--- src/rtl/pool_wb_desc_gen.sv ---
// Pooling write-back descriptor generator: walks groups x padded vectors and pushes
// one {addr, mask, last} descriptor per gathered vector. Optional POOL_WB_DESC_GEN_PERF_EN adds stall_cnt.
module pool_wb_desc_gen #(
    parameter int RTM_DEPTH = 1024,
    parameter int CNT_W     = 16,
    localparam int AW       = $clog2(RTM_DEPTH)
) (
    input  logic             clk,
    input  logic             rst,
    input  logic             start_pulse,
    input  logic [AW-1:0]    cfg_base_addr,
    input  logic [AW-1:0]    cfg_grp_stride,
    input  logic [CNT_W-1:0] cfg_n_grps,
    input  logic [CNT_W-1:0] cfg_n_vecs,
    input  logic [CNT_W-1:0] cfg_n_vecs_pad,
    input  logic             desc_fifo_almost_full,
    output logic             desc_fifo_wr_en,
    output logic [AW-1:0]    desc_fifo_din_addr,
    output logic             desc_fifo_din_mask,
    output logic             desc_fifo_din_last,
    output logic             busy,
    output logic             done_pulse
`ifdef POOL_WB_DESC_GEN_PERF_EN
    ,
    output logic [31:0]      stall_cnt
`endif
);

    typedef enum logic [1:0] {
        IDLE = 2'd0,
        RUN  = 2'd1,
        FIN  = 2'd2
    } state_t;

    state_t           state_r;
    state_t           state_n;

    logic [AW-1:0]    stride_r;
    logic [CNT_W-1:0] n_grps_r;
    logic [CNT_W-1:0] n_vecs_r;
    logic [CNT_W-1:0] n_vecs_pad_r;
    logic [CNT_W-1:0] g_r;
    logic [CNT_W-1:0] v_r;
    logic [AW-1:0]    grp_addr_r;

    logic [AW-1:0]    stride_n;
    logic [CNT_W-1:0] n_grps_n;
    logic [CNT_W-1:0] n_vecs_n;
    logic [CNT_W-1:0] n_vecs_pad_n;
    logic [CNT_W-1:0] g_n;
    logic [CNT_W-1:0] v_n;
    logic [AW-1:0]    grp_addr_n;

    logic             wr_en_r;
    logic [AW-1:0]    addr_r;
    logic             mask_r;
    logic             last_r;
    logic             busy_r;
    logic             done_r;

    logic             wr_en_n;
    logic [AW-1:0]    addr_n;
    logic             mask_n;
    logic             last_n;
    logic             busy_n;
    logic             done_n;

    logic             start_ok_s;
    logic             cfg_bad_s;
    logic             push_s;
    logic             end_grp_s;
    logic             is_last_s;

    assign start_ok_s = (state_r == IDLE) && start_pulse;
    assign cfg_bad_s  = (cfg_n_grps == {CNT_W{1'b0}}) || (cfg_n_vecs_pad == {CNT_W{1'b0}}) ||
                        (cfg_n_vecs > cfg_n_vecs_pad);
    assign push_s     = (state_r == RUN) && !desc_fifo_almost_full;
    assign end_grp_s  = (v_r == (n_vecs_pad_r - CNT_W'(1)));
    assign is_last_s  = end_grp_s && (g_r == (n_grps_r - CNT_W'(1)));

    // State register
    always_ff @(posedge clk) begin
        if (rst) begin
            state_r <= IDLE;
        end else begin
            state_r <= state_n;
        end
    end

    // Next-state decode
    always_comb begin
        state_n = state_r;
        case (state_r)
            IDLE: begin
                if (start_pulse) begin
                    state_n = cfg_bad_s ? FIN : RUN;
                end else begin
                    state_n = IDLE;
                end
            end
            RUN: begin
                if (push_s && is_last_s) begin
                    state_n = FIN;
                end else begin
                    state_n = RUN;
                end
            end
            FIN:     state_n = IDLE;
            default: state_n = IDLE;
        endcase
    end

    // Output decode: next values of the registered FIFO and status outputs
    always_comb begin
        wr_en_n = 1'b0;
        addr_n  = {AW{1'b0}};
        mask_n  = 1'b0;
        last_n  = 1'b0;
        busy_n  = 1'b0;
        done_n  = 1'b0;
        case (state_r)
            IDLE: begin
                busy_n = start_pulse;
            end
            RUN: begin
                busy_n = 1'b1;
                if (push_s) begin
                    wr_en_n = 1'b1;
                    addr_n  = grp_addr_r + AW'(v_r);
                    mask_n  = (v_r >= n_vecs_r);
                    last_n  = is_last_s;
                end else begin
                    wr_en_n = 1'b0;
                end
            end
            FIN: begin
                done_n = 1'b1;
                busy_n = 1'b0;
            end
            default: begin
                busy_n = 1'b0;
            end
        endcase
    end

    // Config latch and group/vector walk
    always_comb begin
        stride_n     = stride_r;
        n_grps_n     = n_grps_r;
        n_vecs_n     = n_vecs_r;
        n_vecs_pad_n = n_vecs_pad_r;
        g_n          = g_r;
        v_n          = v_r;
        grp_addr_n   = grp_addr_r;
        if (start_ok_s) begin
            stride_n     = cfg_grp_stride;
            n_grps_n     = cfg_n_grps;
            n_vecs_n     = cfg_n_vecs;
            n_vecs_pad_n = cfg_n_vecs_pad;
            g_n          = {CNT_W{1'b0}};
            v_n          = {CNT_W{1'b0}};
            grp_addr_n   = cfg_base_addr;
        end else if (push_s) begin
            if (end_grp_s) begin
                v_n        = {CNT_W{1'b0}};
                g_n        = g_r + CNT_W'(1);
                grp_addr_n = grp_addr_r + stride_r;
            end else begin
                v_n = v_r + CNT_W'(1);
            end
        end else begin
            g_n = g_r;
        end
    end

    // Datapath and output registers
    always_ff @(posedge clk) begin
        if (rst) begin
            stride_r     <= {AW{1'b0}};
            n_grps_r     <= {CNT_W{1'b0}};
            n_vecs_r     <= {CNT_W{1'b0}};
            n_vecs_pad_r <= {CNT_W{1'b0}};
            g_r          <= {CNT_W{1'b0}};
            v_r          <= {CNT_W{1'b0}};
            grp_addr_r   <= {AW{1'b0}};
            wr_en_r      <= 1'b0;
            addr_r       <= {AW{1'b0}};
            mask_r       <= 1'b0;
            last_r       <= 1'b0;
            busy_r       <= 1'b0;
            done_r       <= 1'b0;
        end else begin
            stride_r     <= stride_n;
            n_grps_r     <= n_grps_n;
            n_vecs_r     <= n_vecs_n;
            n_vecs_pad_r <= n_vecs_pad_n;
            g_r          <= g_n;
            v_r          <= v_n;
            grp_addr_r   <= grp_addr_n;
            wr_en_r      <= wr_en_n;
            addr_r       <= addr_n;
            mask_r       <= mask_n;
            last_r       <= last_n;
            busy_r       <= busy_n;
            done_r       <= done_n;
        end
    end

    assign desc_fifo_wr_en    = wr_en_r;
    assign desc_fifo_din_addr = addr_r;
    assign desc_fifo_din_mask = mask_r;
    assign desc_fifo_din_last = last_r;
    assign busy               = busy_r;
    assign done_pulse         = done_r;

`ifdef POOL_WB_DESC_GEN_PERF_EN
    logic [31:0] stall_cnt_r;

    // Back-pressure cycle counter, saturating
    always_ff @(posedge clk) begin
        if (rst) begin
            stall_cnt_r <= 32'd0;
        end else if (start_ok_s) begin
            stall_cnt_r <= 32'd0;
        end else if ((state_r == RUN) && desc_fifo_almost_full && (stall_cnt_r != 32'hFFFF_FFFF)) begin
            stall_cnt_r <= stall_cnt_r + 32'd1;
        end else begin
            stall_cnt_r <= stall_cnt_r;
        end
    end

    assign stall_cnt = stall_cnt_r;
`else
    // Performance counter not built.
`endif

endmodule

--- config.mk ---
export PLATFORM = sky130hd
export DESIGN_NAME = pool_wb_desc_gen
export DESIGN_NICKNAME = d
export VERILOG_FILES = /design/src/rtl/pool_wb_desc_gen.sv
export SDC_FILE = /design/constraint.sdc
export NUM_CORES = 1
export LEC_CHECK = 0
export CORE_MARGIN = 2
export CORE_UTILIZATION = 53
export CTS_BUF_LIST = sky130_fd_sc_hd__clkbuf_2 sky130_fd_sc_hd__clkbuf_4 sky130_fd_sc_hd__clkbuf_8
export CTS_CLUSTER_SIZE = 8
export DETAILED_ROUTE_END_ITERATION = 8
export PLACE_DENSITY = 0.8
export SKIP_CTS_REPAIR_TIMING = 1
export SLEW_MARGIN = 20
export SYNTH_ARGS = -nofsm -noshare
export SYNTH_HDL_FRONTEND = slang
export SYNTH_SLANG_ARGS = --single-unit
--- constraint.sdc ---
create_clock -name clk -period 3 [get_ports clk]
set_input_delay 0.6 -clock clk [delete_from_list [all_inputs] [get_ports clk]]
set_output_delay 0.6 -clock clk [all_outputs]
set_load 0.005 [all_outputs]
Word level (Yosys, flattened, before mapping)
Cells that the tools add are included.
Word-level totals
  register bits after elaboration: 117
  logic and storage cells: 56
Operators by class
  $add $sub $neg: 6
  magnitude comparators: 2
  eq/ne operators: 4
  multiplexer cells: 11
  bitwise logic cells: 2
  reductions and logical operators: 17
Operators by type and width (number)
  16-bit by 1-bit adder with 16-bit output, second input constant: 2
  16-bit equality test: 2
  16-bit logical NOT: 2
  16-bit by 1-bit subtractor with 16-bit output, second input constant: 2
  10-bit two-way mux: 3
  10-bit adder: 2
  16-bit greater-or-equal comparator: 1
  16-bit greater-than comparator: 1
  16-bit two-way mux: 1
  2-bit two-way mux: 3
  1-bit logical AND: 4
  2-bit case mux with 2 select lines: 1
  2-bit AND reduction: 2
  2-bit nonzero test: 2
  2-bit OR reduction: 2
  3-bit OR reduction: 1
  2-bit by 1-bit equality test with 1-bit output, second input constant: 1
  2-bit equality test, second input constant: 1
  2-bit logical NOT: 1
  1-bit logical OR: 2
  1-bit two-way mux: 2
  1-bit inverter: 2
  1-bit case mux with 2 select lines: 1
  1-bit logical NOT: 1

Depth between registers and ports, before layout
Gate-level depths: netlist (run 1).
  depth after elaboration: 6
  depth in mapped cells: 11
  depth with buffers taken out: 10

Worst setup path before layout (run 1)
No wires, ideal clock.
  path kind: register to register
  start: register n_vecs_pad_r[0]
  end: register grp_addr_r[2]
  library setup time: 0.091 ns
  arrival time: 2.885 ns
  path slack: 0.024 ns
  stages on the path, launching flop included: 10
  clock period less this slack: 2.976 ns
  cells stage by stage: dfxtp_1 inv_1 ha_1 or3b_1 nor3_1 or4b_2 a22oi_1 nand4_4 or4_1 a311oi_1
On the way
  word-level cells in the longest chain between the ends: 4
RTL lines
  start, declared: RTL line 41  | logic [CNT_W-1:0] n_vecs_pad_r;
  start signal, assigned: RTL line 182  | n_vecs_pad_r <= {CNT_W{1'b0}};
  start signal, assigned: RTL line 196  | n_vecs_pad_r <= n_vecs_pad_n;
  16-bit by 1-bit subtractor with 16-bit output: RTL line 78  | assign end_grp_s = (v_r == (n_vecs_pad_r - CNT_W'(1)));
  16-bit equality test: RTL line 78
  2-bit nonzero test (no source line)
  2-bit AND reduction (no source line)
  end signal, assigned: RTL line 185  | grp_addr_r <= {AW{1'b0}};
  end signal, assigned: RTL line 199  | grp_addr_r <= grp_addr_n;
  end, declared: RTL line 44  | logic [AW-1:0] grp_addr_r;
No other way between the ends.
A chain may end at the register's enable or synchronous reset.

Final worst setup path (run 1)
  start: register n_vecs_pad_r[1]
  end: register grp_addr_r[7]
Same word-level chain as after synthesis.

==> qor.txt, run 1 <==
status: finished clean
Die Span X: 120 um
clock sinks: 117
reg2reg path depth: 12
Routed Antenna Nets: 0
Detailed Routing Iterations Pass 1: 6
Critical R2R Capture: grp_addr_r[7]$_SDFFE_PP0P_
port bufs: 86
Post-synth EDFFs: 0
ANT cells: 0
Min-Delay Path Class: reg -> reg
crit end category: flop
CP Class: reg -> reg
vias in the first global route: 6200
GP Congestion: 0.959
Post-synth top cells: nand2_1, dfxtp_1, a21oi_1, ha_1, inv_1
Internal: 0.00303 W
hold worst-path end: n_vecs_r[3]$_SDFFE_PP0P_
Seq pwr share: 40.8%
Area growth syn-to-layout: 23.6%
Slew HR: 26.1%
synthesized area: 7150 um^2
yosys warns: 0
overall power: 0.00420 W
Net Sw Frac: 27.9%
GRT overflow: 0
clk slew on worst S/H paths: 70 ps
DP Wirelength: 13400 um
fillers: 1113
Final WS setup: 96.2 ps
Main synth FF type: dfxtp_1
Num CTS Buffers: 17
Fin Setup TNS: 0 ps
area leader, netlist: dfxtp_1
clock share of power: 39.0%
Mean Syn Cell Area: 7.82 um^2
Area contributors post-synth: dfxtp_1, ha_1, nand2_1
Avg Vias per Cell: 5.74
FMAX: 344 MHz
post-layout min period: 2900 ps
crit-path max FO: 8
Iter 0 DRT Violations: 501
final setup vio count: 0
Max IR drop VDD: 0.267 mV
synthesized flop and latch total: 117
Critical Path RT: 3400 ps
initial antenna violation count: 0
distinct cell type count after synthesis: 60
switching power: 0.00117 W
pre-CTS WS: 17.1 ps
total routing usage reported by global routing: 26.1%
most frequent cell after synthesis: nand2_1
share of layout cells above drive strength 1: 8.73%
WL per Instance: 15.8 um
Inst Count DP: 1159
final wirelength: 18900 um
Slew @ Worst Pin: 1100 ps
Core Area: 13200 um^2
sequential share of the synthesized area: 32.8%
H-tree depth: 4
I/O pins: 87
Worst Hold Launch: n_vecs_r[3]$_SDFFE_PP0P_
Fin Clk Skew: 11.0 ps
startpoint types: flop
DRC Markers: 0
Hold Fails Final Rpt: 0
Logic pwr share: 20.2%
Post-Synthesis Cells: 914
clock latency on the worst-skew pair: 460 ps
R2R Path Start: n_vecs_pad_r[1]$_SDFFE_PP0P_
Leakage: 3.56 nW
Async SR Flop Fraction: 0%
Final Net Count: 1134
chip height: 120 um
CTS tree: built
vias: 6861
Root Driver: clkbuf_8
Worst R2R Setup Slack: 100 ps
fin crit share: 96.8%
Hold Path Cell Cnt: 2
Slew Limit Fails: 0
die footprint: 14400 um^2
CTS max path bufs: 2
row count: 42
Pwr Density: 475 nW/um^2
non-filler cells, final: 1195
Max Cap Violations: 0
Initial Util: 54.2%
syn_nets: 1042
first-pass GRT wire length: 30000 um
largest net degree at the start of global routing: 73
Yosys top cell area share: 32.8%
arrival time at the worst endpoint: 3300 ps
worst max-delay path, stage by stage, from the launching register on:
cell,delay (ps)
dfxtp_2,330
inv_2,40
ha_4,160
or3b_4,250
nor3_1,60
or4b_2,680
a22oi_2,170
buf_4,150
nand4_1,200
buf_4,220
clkbuf_16,150
or3_1,350
nand3_1,70
sequential cells by signal, summed over array words and instances, names as in the netlist:
| signal | cells |
|---|---|
| busy | 1 |
| desc_fifo_din_addr | 10 |
| desc_fifo_din_last | 1 |
| desc_fifo_din_mask | 1 |
| desc_fifo_wr_en | 1 |
| done_pulse | 1 |
| g_r | 16 |
| grp_addr_r | 10 |
| n_grps_r | 16 |
| n_vecs_pad_r | 16 |
| n_vecs_r | 16 |
| state_r | 2 |
| stride_r | 10 |
| v_r | 16 |
per-layer routing:
metal	track usage, %	routed length, um	up-vias
li1	-	-	3404
met1	36.1	8730	3172
met2	40.4	8470	246
met3	4.71	1220	39
met4	10.4	490	0
met5	0	0	-
how the worst max path moves through the flow:
stage,start,endpoint,slack (ps),cells past startpoint
2_1_floorplan,n_vecs_pad_r[0]$_SDFFE_PP0P_,grp_addr_r[2]$_SDFFE_PP0P_,20,9
3_3_place_gp,n_vecs_pad_r[0]$_SDFFE_PP0P_,g_r[6]$_SDFFE_PP0P_,90,10
6_report,n_vecs_pad_r[1]$_SDFFE_PP0P_,grp_addr_r[7]$_SDFFE_PP0P_,100,12
4_1_cts,n_vecs_pad_r[0]$_SDFFE_PP0P_,grp_addr_r[2]$_SDFFE_PP0P_,5,10
3_5_place_dp,n_vecs_pad_r[0]$_SDFFE_PP0P_,grp_addr_r[2]$_SDFFE_PP0P_,20,10
5_1_grt,n_vecs_pad_r[1]$_SDFFE_PP0P_,grp_addr_r[0]$_SDFFE_PP0P_,-20,10
stage by stage:
step | hold WS, ps | utilization [%] | area (um^2)
floorplan | 436 | - | 7150
global placement | 442 | 62.7 | 8270
detailed placement | 447 | 62.7 | 8270
CTS | 456 | 66.1 | 8720
global route | 472 | 67.0 | 8840
finish | 455 | 67.0 | 8840
kinds of logic (layout without fill, tap and decap cells):
| group | Yosys count | count (layout) | share of synthesized area [%] |
|---|---|---|---|
| AOI/OAI and AO/OA | 179 | 179 | 15.2 |
| xor gates and xnor gates | 68 | 68 | 8.33 |
| adders and majority gates | 56 | 56 | 10.0 |
| buffers and inverters | 97 | 202 | 5.34 |
| DFF | 117 | 117 | 32.8 |
| muxes | 6 | 6 | 0.840 |
| and+or+nand+nor | 391 | 391 | 27.5 |
layout by cell type (no fill, tap or decap), types with 26 or more instances in the layout:
cell and instances:
nor2_1 48, xnor2_1 34, xor2_1 34, clkdlybuf4s50_1 85
buf_4 28, dfxtp_1 114, ha_1 53, nand3_1 26
o21ai_0 28, nand2_1 165, a21oi_1 80, inv_1 50
power groups by stage:
stage	Combinational [W]	Sequential [W]	Clock, W
final	0.000850	0.00171	0.00164
after CTS	0.000826	0.00171	0.00165
after global routing	0.000941	0.00172	0.00172
after global placement	0.000805	0.00174	0
after detailed placement	0.000816	0.00174	0
after floorplan	0.000550	0.00171	0
cell type report:
| type | count | area (um^2) | area share, % |
|---|---|---|---|
| timing repair buffer | 118 | 1150 | 13.0 |
| multi-input combinational | 700 | 4480 | 50.7 |
| inverter | 52 | 195 | 2.21 |
| clock inverter | 9 | 148 | 1.67 |
| sequential | 117 | 2350 | 26.5 |
| tap | 176 | 220 | 2.49 |
| clock buffer | 23 | 304 | 3.44 |
Note: power is estimated with default switching activity, not from simulation.
==> run 2, diff against run 1 <==
--- a/config.mk
+++ b/config.mk
@@ -6,7 +6,7 @@
 export NUM_CORES = 1
 export LEC_CHECK = 0
 export CORE_MARGIN = 2
-export CORE_UTILIZATION = 53
+export CORE_UTILIZATION = 56
 export CTS_BUF_LIST = sky130_fd_sc_hd__clkbuf_2 sky130_fd_sc_hd__clkbuf_4 sky130_fd_sc_hd__clkbuf_8
 export CTS_CLUSTER_SIZE = 8
 export DETAILED_ROUTE_END_ITERATION = 8
==> constraint.sdc (replaced) <==
create_clock -name clk -period 3.1 [get_ports clk]
set_input_delay 0.62 -clock clk [delete_from_list [all_inputs] [get_ports clk]]
set_output_delay 0.62 -clock clk [all_outputs]
set_load 0.005 [all_outputs]
==> run 2 against run 1 <==
  * Global-route usage is 1.3 points higher
  * Maximum frequency is 1.3% lower
  * Clock skew shrank 5.2 ps
  * Register-to-register slack better by 60 ps
  * Final area fell by 2.6%
  * Cell count is 1.3% lower
  * Die area is 5.2% lower
  * Wire length down 5.5%
  * Sequential power fell by 3%
  * First-iteration DRC count up 14%
  * Largest power group unchanged
  * Highest routed layer unchanged
==> qor.txt, run 2 (same netlist as run 1, synthesis figures left out) <==
status: finished clean
Routed Antenna Nets: 0
H-tree depth: 4
Core Area: 12600 um^2
Slew @ Worst Pin: 793 ps
non-filler cells, final: 1180
clock latency on the worst-skew pair: 450 ps
CP Buf/Inv Count: 2
Root Driver: clkbuf_8
slowest cell on the critical path: or4b_2
Final WS setup: 158 ps
clk slew on worst S/H paths: 70 ps
CTS max path bufs: 2
DRC Markers: 0
Max IR drop VDD: 0.305 mV
Iter 0 DRT Violations: 570
vias in the first global route: 6018
pre-CTS WS: -48.9 ps
vias: 6768
CTS tree: built
delay of the slowest critical-path stage: 690 ps
Max Cap Violations: 0
DP Wirelength: 13000 um
Avg Vias per Cell: 5.74
delay-heaviest family, CP: simple AND/OR/NAND/NOR gates
GRT overflow: 0
WL per Instance: 15.1 um
crit end category: flop
total routing usage reported by global routing: 27.5%
unrepaired setup endpoints after global routing: true
Die Span X: 117 um
startpoint types: flop
Num CTS Buffers: 17
clock sinks: 117
fin crit share: 94.9%
Slew Limit Fails: 0
Detailed Routing Iterations Pass 1: 6
port bufs: 86
commonest non-fill, non-tap cells in the layout: nand2_1, dfxtp_1, clkdlybuf4s50_1, a21oi_1, ha_1
crit-path max FO: 31
ANT cells: 0
Leakage: 3.45 nW
Pwr Density: 447 nW/um^2
FMAX: 340 MHz
CP Class: reg -> reg
largest net degree at the start of global routing: 73
overall power: 0.00385 W
row count: 41
Area growth syn-to-layout: 20.4%
share of layout cells above drive strength 1: 6.75%
Critical Path RT: 3490 ps
GP Congestion: 0.963
Final Net Count: 1124
critical-path cell list: inv_1 > ha_1 > or3b_4 > nor3_1 > or4b_2 > a22oi_2 > nand4_1 > buf_6 > or4b_1 > nand3_1
I/O pins: 87
post-layout min period: 2940 ps
final wirelength: 17900 um
die footprint: 13700 um^2
first-pass GRT wire length: 29300 um
initial antenna violation count: 0
Initial Util: 56.9%
Hold Fails Final Rpt: 0
WHS: 456 ps
Min-Delay Path Class: reg -> reg
chip height: 117 um
Inst Count DP: 1148
arrival time at the worst endpoint: 3330 ps
final setup vio count: 0
Slew HR: 45.8%
Fin Clk Skew: 5.86 ps
most common cell after layout, fill and taps aside: nand2_1
[run 2: cell count changes in the layout (fill, tap and decap cells not counted), sizes merged]
cell      delta
buf          -8
bufinv       -3
clkbuf       +3
clkinv       -2
clkinvlp     -1
[run 2: through the flow]
| step | setup TNS, ps | cell area [um^2] | util [%] |
|---|---|---|---|
| after floorplan | 0 | 7150 | - |
| after global placement | 0 | 8200 | 65.2 |
| after detailed placement | -48.9 | 8200 | 65.2 |
| after CTS | -41.5 | 8590 | 68.4 |
| after global routing | -18.4 | 8610 | 68.5 |
| final | 0 | 8610 | 68.5 |
[run 2: power breakdown]
part | switching [W] | internal [W]
clock network | 0.000599 | 0.000800
logic | 0.000427 | 0.000365
registers | 0.0000803 | 0.00158
total | 0.00111 | 0.00274
[run 2: area by class of cell]
cell class	instances	area, um^2
Clock buffer	28	354
Clock inverter	3	40.0
Fill cell	1068	3960
Inverter	52	195
Multi-Input combinational cell	700	4440
Sequential cell	117	2340
Tap cell	172	215
Timing Repair Buffer	108	1020
[run 2: worst paths after layout]
kind | start | to | slack (ps) | cells after the start
max reg2reg | n_vecs_pad_r[0]$_SDFFE_PP0P_ | grp_addr_r[5]$_SDFFE_PP0P_ | 160 | 10
min | n_vecs_r[1]$_SDFFE_PP0P_ | n_vecs_r[1]$_SDFFE_PP0P_ | 460 | 2
max | n_vecs_pad_r[0]$_SDFFE_PP0P_ | grp_addr_r[5]$_SDFFE_PP0P_ | 160 | 10
min reg2reg | n_vecs_r[1]$_SDFFE_PP0P_ | n_vecs_r[1]$_SDFFE_PP0P_ | 460 | 2
[run 2: layer usage]
metal	global-route usage, %	routed length [um]	vias up
met5	0	0	-
met4	12.2	507	0
met3	4.63	1100	36
met2	40.4	7660	237
met1	39.5	8600	3107
li1	-	-	3388
[run 2: worst reg2reg max path: cells and delay by family (launching register included)]
family	cells	cell delay, ps
compound gates	1	320
fa+ha+maj	1	230
buf+inv	2	270
flops	1	320
simple gates	6	1740
==> run 3, diff against run 2 <==
--- a/config.mk
+++ b/config.mk
@@ -5,6 +5,7 @@
 export SDC_FILE = /design/constraint.sdc
 export NUM_CORES = 1
 export LEC_CHECK = 0
+export CORE_ASPECT_RATIO = 1.75
 export CORE_MARGIN = 2
 export CORE_UTILIZATION = 56
 export CTS_BUF_LIST = sky130_fd_sc_hd__clkbuf_2 sky130_fd_sc_hd__clkbuf_4 sky130_fd_sc_hd__clkbuf_8
==> run 3 against run 2 <==
  * Count of clock-buffer cells in the layout down 9
  * Via count is 2.6% higher
  * Wire length up 11%
  * Global-route usage increased by 1.8 points
==> qor.txt, run 3 (same netlist as run 1, synthesis figures left out) <==
status: finished clean
Critical R2R Capture: grp_addr_r[6]$_SDFFE_PP0P_
Detailed Routing Iterations Pass 1: 5
largest net degree at the start of global routing: 73
CTS tree: built
vias: 6942
CP Buf/Inv Count: 3
GRT overflow: 0
Core Area: 12500 um^2
WHS: 457 ps
arrival time at the worst endpoint: 3370 ps
I/O pins: 87
die footprint: 13700 um^2
FMAX: 335 MHz
total routing usage reported by global routing: 29.3%
initial antenna violation count: 0
Iter 0 DRT Violations: 291
Fin Clk Skew: 11.8 ps
WL per Instance: 16.9 um
Worst R2R Setup Slack: 110 ps
slowest cell on the critical path: or4_4
placed inst area: 8160 um^2
Critical Path RT: 3490 ps
Routed Antenna Nets: 0
commonest non-fill, non-tap cells in the layout: nand2_1, dfxtp_1, clkdlybuf4s50_1, a21oi_1, ha_1
Min-Delay Path Class: reg -> reg
Hold Fails Final Rpt: 0
final wirelength: 19900 um
Root Driver: clkbuf_8
Inst Count DP: 1140
FF+latch area: 2340 um^2
clock share of power: 37.1%
clock latency on the worst-skew pair: 450 ps
Worst Hold Launch: n_vecs_r[3]$_SDFFE_PP0P_
startpoint types: flop
Slew HR: 41.5%
most common cell after layout, fill and taps aside: nand2_1
chip height: 153 um
Logic pwr share: 20.7%
CP Class: reg -> reg
overall power: 0.00393 W
crit end category: flop
CP startpoint: n_vecs_pad_r[0]$_SDFFE_PP0P_
critical-path cell list: inv_1 > ha_4 > or3b_4 > or4_4 > a211o_1 > a21oi_2 > nand4_1 > buf_4 > clkbuf_16 > or3_1 > nand3_1
Final Net Count: 1125
Avg Vias per Cell: 5.89
Final Instance Area: 8720 um^2
Initial Util: 57.2%
Slew Limit Fails: 0
clk slew on worst S/H paths: 70 ps
CTS max path bufs: 2
final setup vio count: 0
Area growth syn-to-layout: 22.0%
fin crit share: 96.4%
DP Wirelength: 14500 um
Multi-input gate area: 4480 um^2
Critical Path Sink: grp_addr_r[6]$_SDFFE_PP0P_
vias in the first global route: 6753
Max Cap Violations: 0
Die Span X: 89.4 um
Leakage: 3.48 nW
reg2reg path depth: 11
Max IR drop VDD: 0.371 mV
non-filler cells, final: 1178
Seq pwr share: 42.2%
DRC Markers: 0
delay of the slowest critical-path stage: 490 ps
ANT cells: 0
Num CTS Buffers: 17
port bufs: 86
Final Util: 69.8%
post-layout min period: 2990 ps
delay-heaviest family, CP: simple AND/OR/NAND/NOR gates
crit-path max FO: 8
H-tree depth: 4
Pwr Density: 451 nW/um^2
row count: 54
fillers: 1063
clock sinks: 117
R2R Path Start: n_vecs_pad_r[0]$_SDFFE_PP0P_
share of layout cells above drive strength 1: 7.52%
Internal: 0.00277 W
switching power: 0.00116 W
Slew @ Worst Pin: 870 ps
first-pass GRT wire length: 31400 um
GP Congestion: 0.943
Net Sw Frac: 29.6%
Worst path depth: 11
==> run 3: how the worst min path moves through the flow <==
stage / to / cells past startpoint
6_report: n_vecs_r[3]$_SDFFE_PP0P_ / 2
4_1_cts: n_vecs_r[9]$_SDFFE_PP0P_ / 2
3_5_place_dp: n_vecs_r[9]$_SDFFE_PP0P_ / 2
2_1_floorplan: n_vecs_r[10]$_SDFFE_PP0P_ / 2
5_1_grt: n_vecs_r[8]$_SDFFE_PP0P_ / 2
3_3_place_gp: n_vecs_r[15]$_SDFFE_PP0P_ / 2
==> run 3: power groups by stage <==
stage / clock, W / combinational (W) / sequential [W]
detailed placement: 0 / 0.000775 / 0.00169
floorplan: 0 / 0.000532 / 0.00166
global placement: 0 / 0.000762 / 0.00169
global route: 0.00153 / 0.000898 / 0.00167
CTS: 0.00147 / 0.000782 / 0.00165
finish: 0.00146 / 0.000814 / 0.00166
==> run 3: layout make-up <==
class / count / share of cell area [%]
clock buffers: 19 / 2.93
flip-flops and latches: 117 / 26.9
inverters: 52 / 2.24
well taps: 168 / 2.41
repair buffers: 109 / 12.3
multi-input cells: 700 / 51.4
clock inverters: 13 / 1.81
==> run 3: metal layers <==
| layer | part of all wire (%) | global-route usage, % | up-vias | wire, um |
|---|---|---|---|---|
| met2 | 55 | 54.1 | 190 | 10900 |
| met3 | 3.3 | 4.97 | 63 | 652 |
| li1 | - | - | 3380 | - |
| met1 | 37 | 30.3 | 3309 | 7400 |
| met4 | 4.8 | 14.6 | 0 | 959 |
| met5 | 0 | 0 | - | 0 |
==> run 3: tightest hold or removal path, delay by kind of cell, from the launching register on <==
kind | cells | cell delay [ps]
and+or+nand+nor | 1 | 50
DFF | 1 | 310
AOI/OAI and AO/OA | 1 | 50
==> run 3: stage by stage <==
stage / setup slack [ps] / TNS [ps]
detailed placement: 19.1 / 0
floorplan: 124 / 0
global route: -2.88 / -2.88
CTS: 0.736 / 0
finish: 112 / 0
global placement: 63.7 / 0
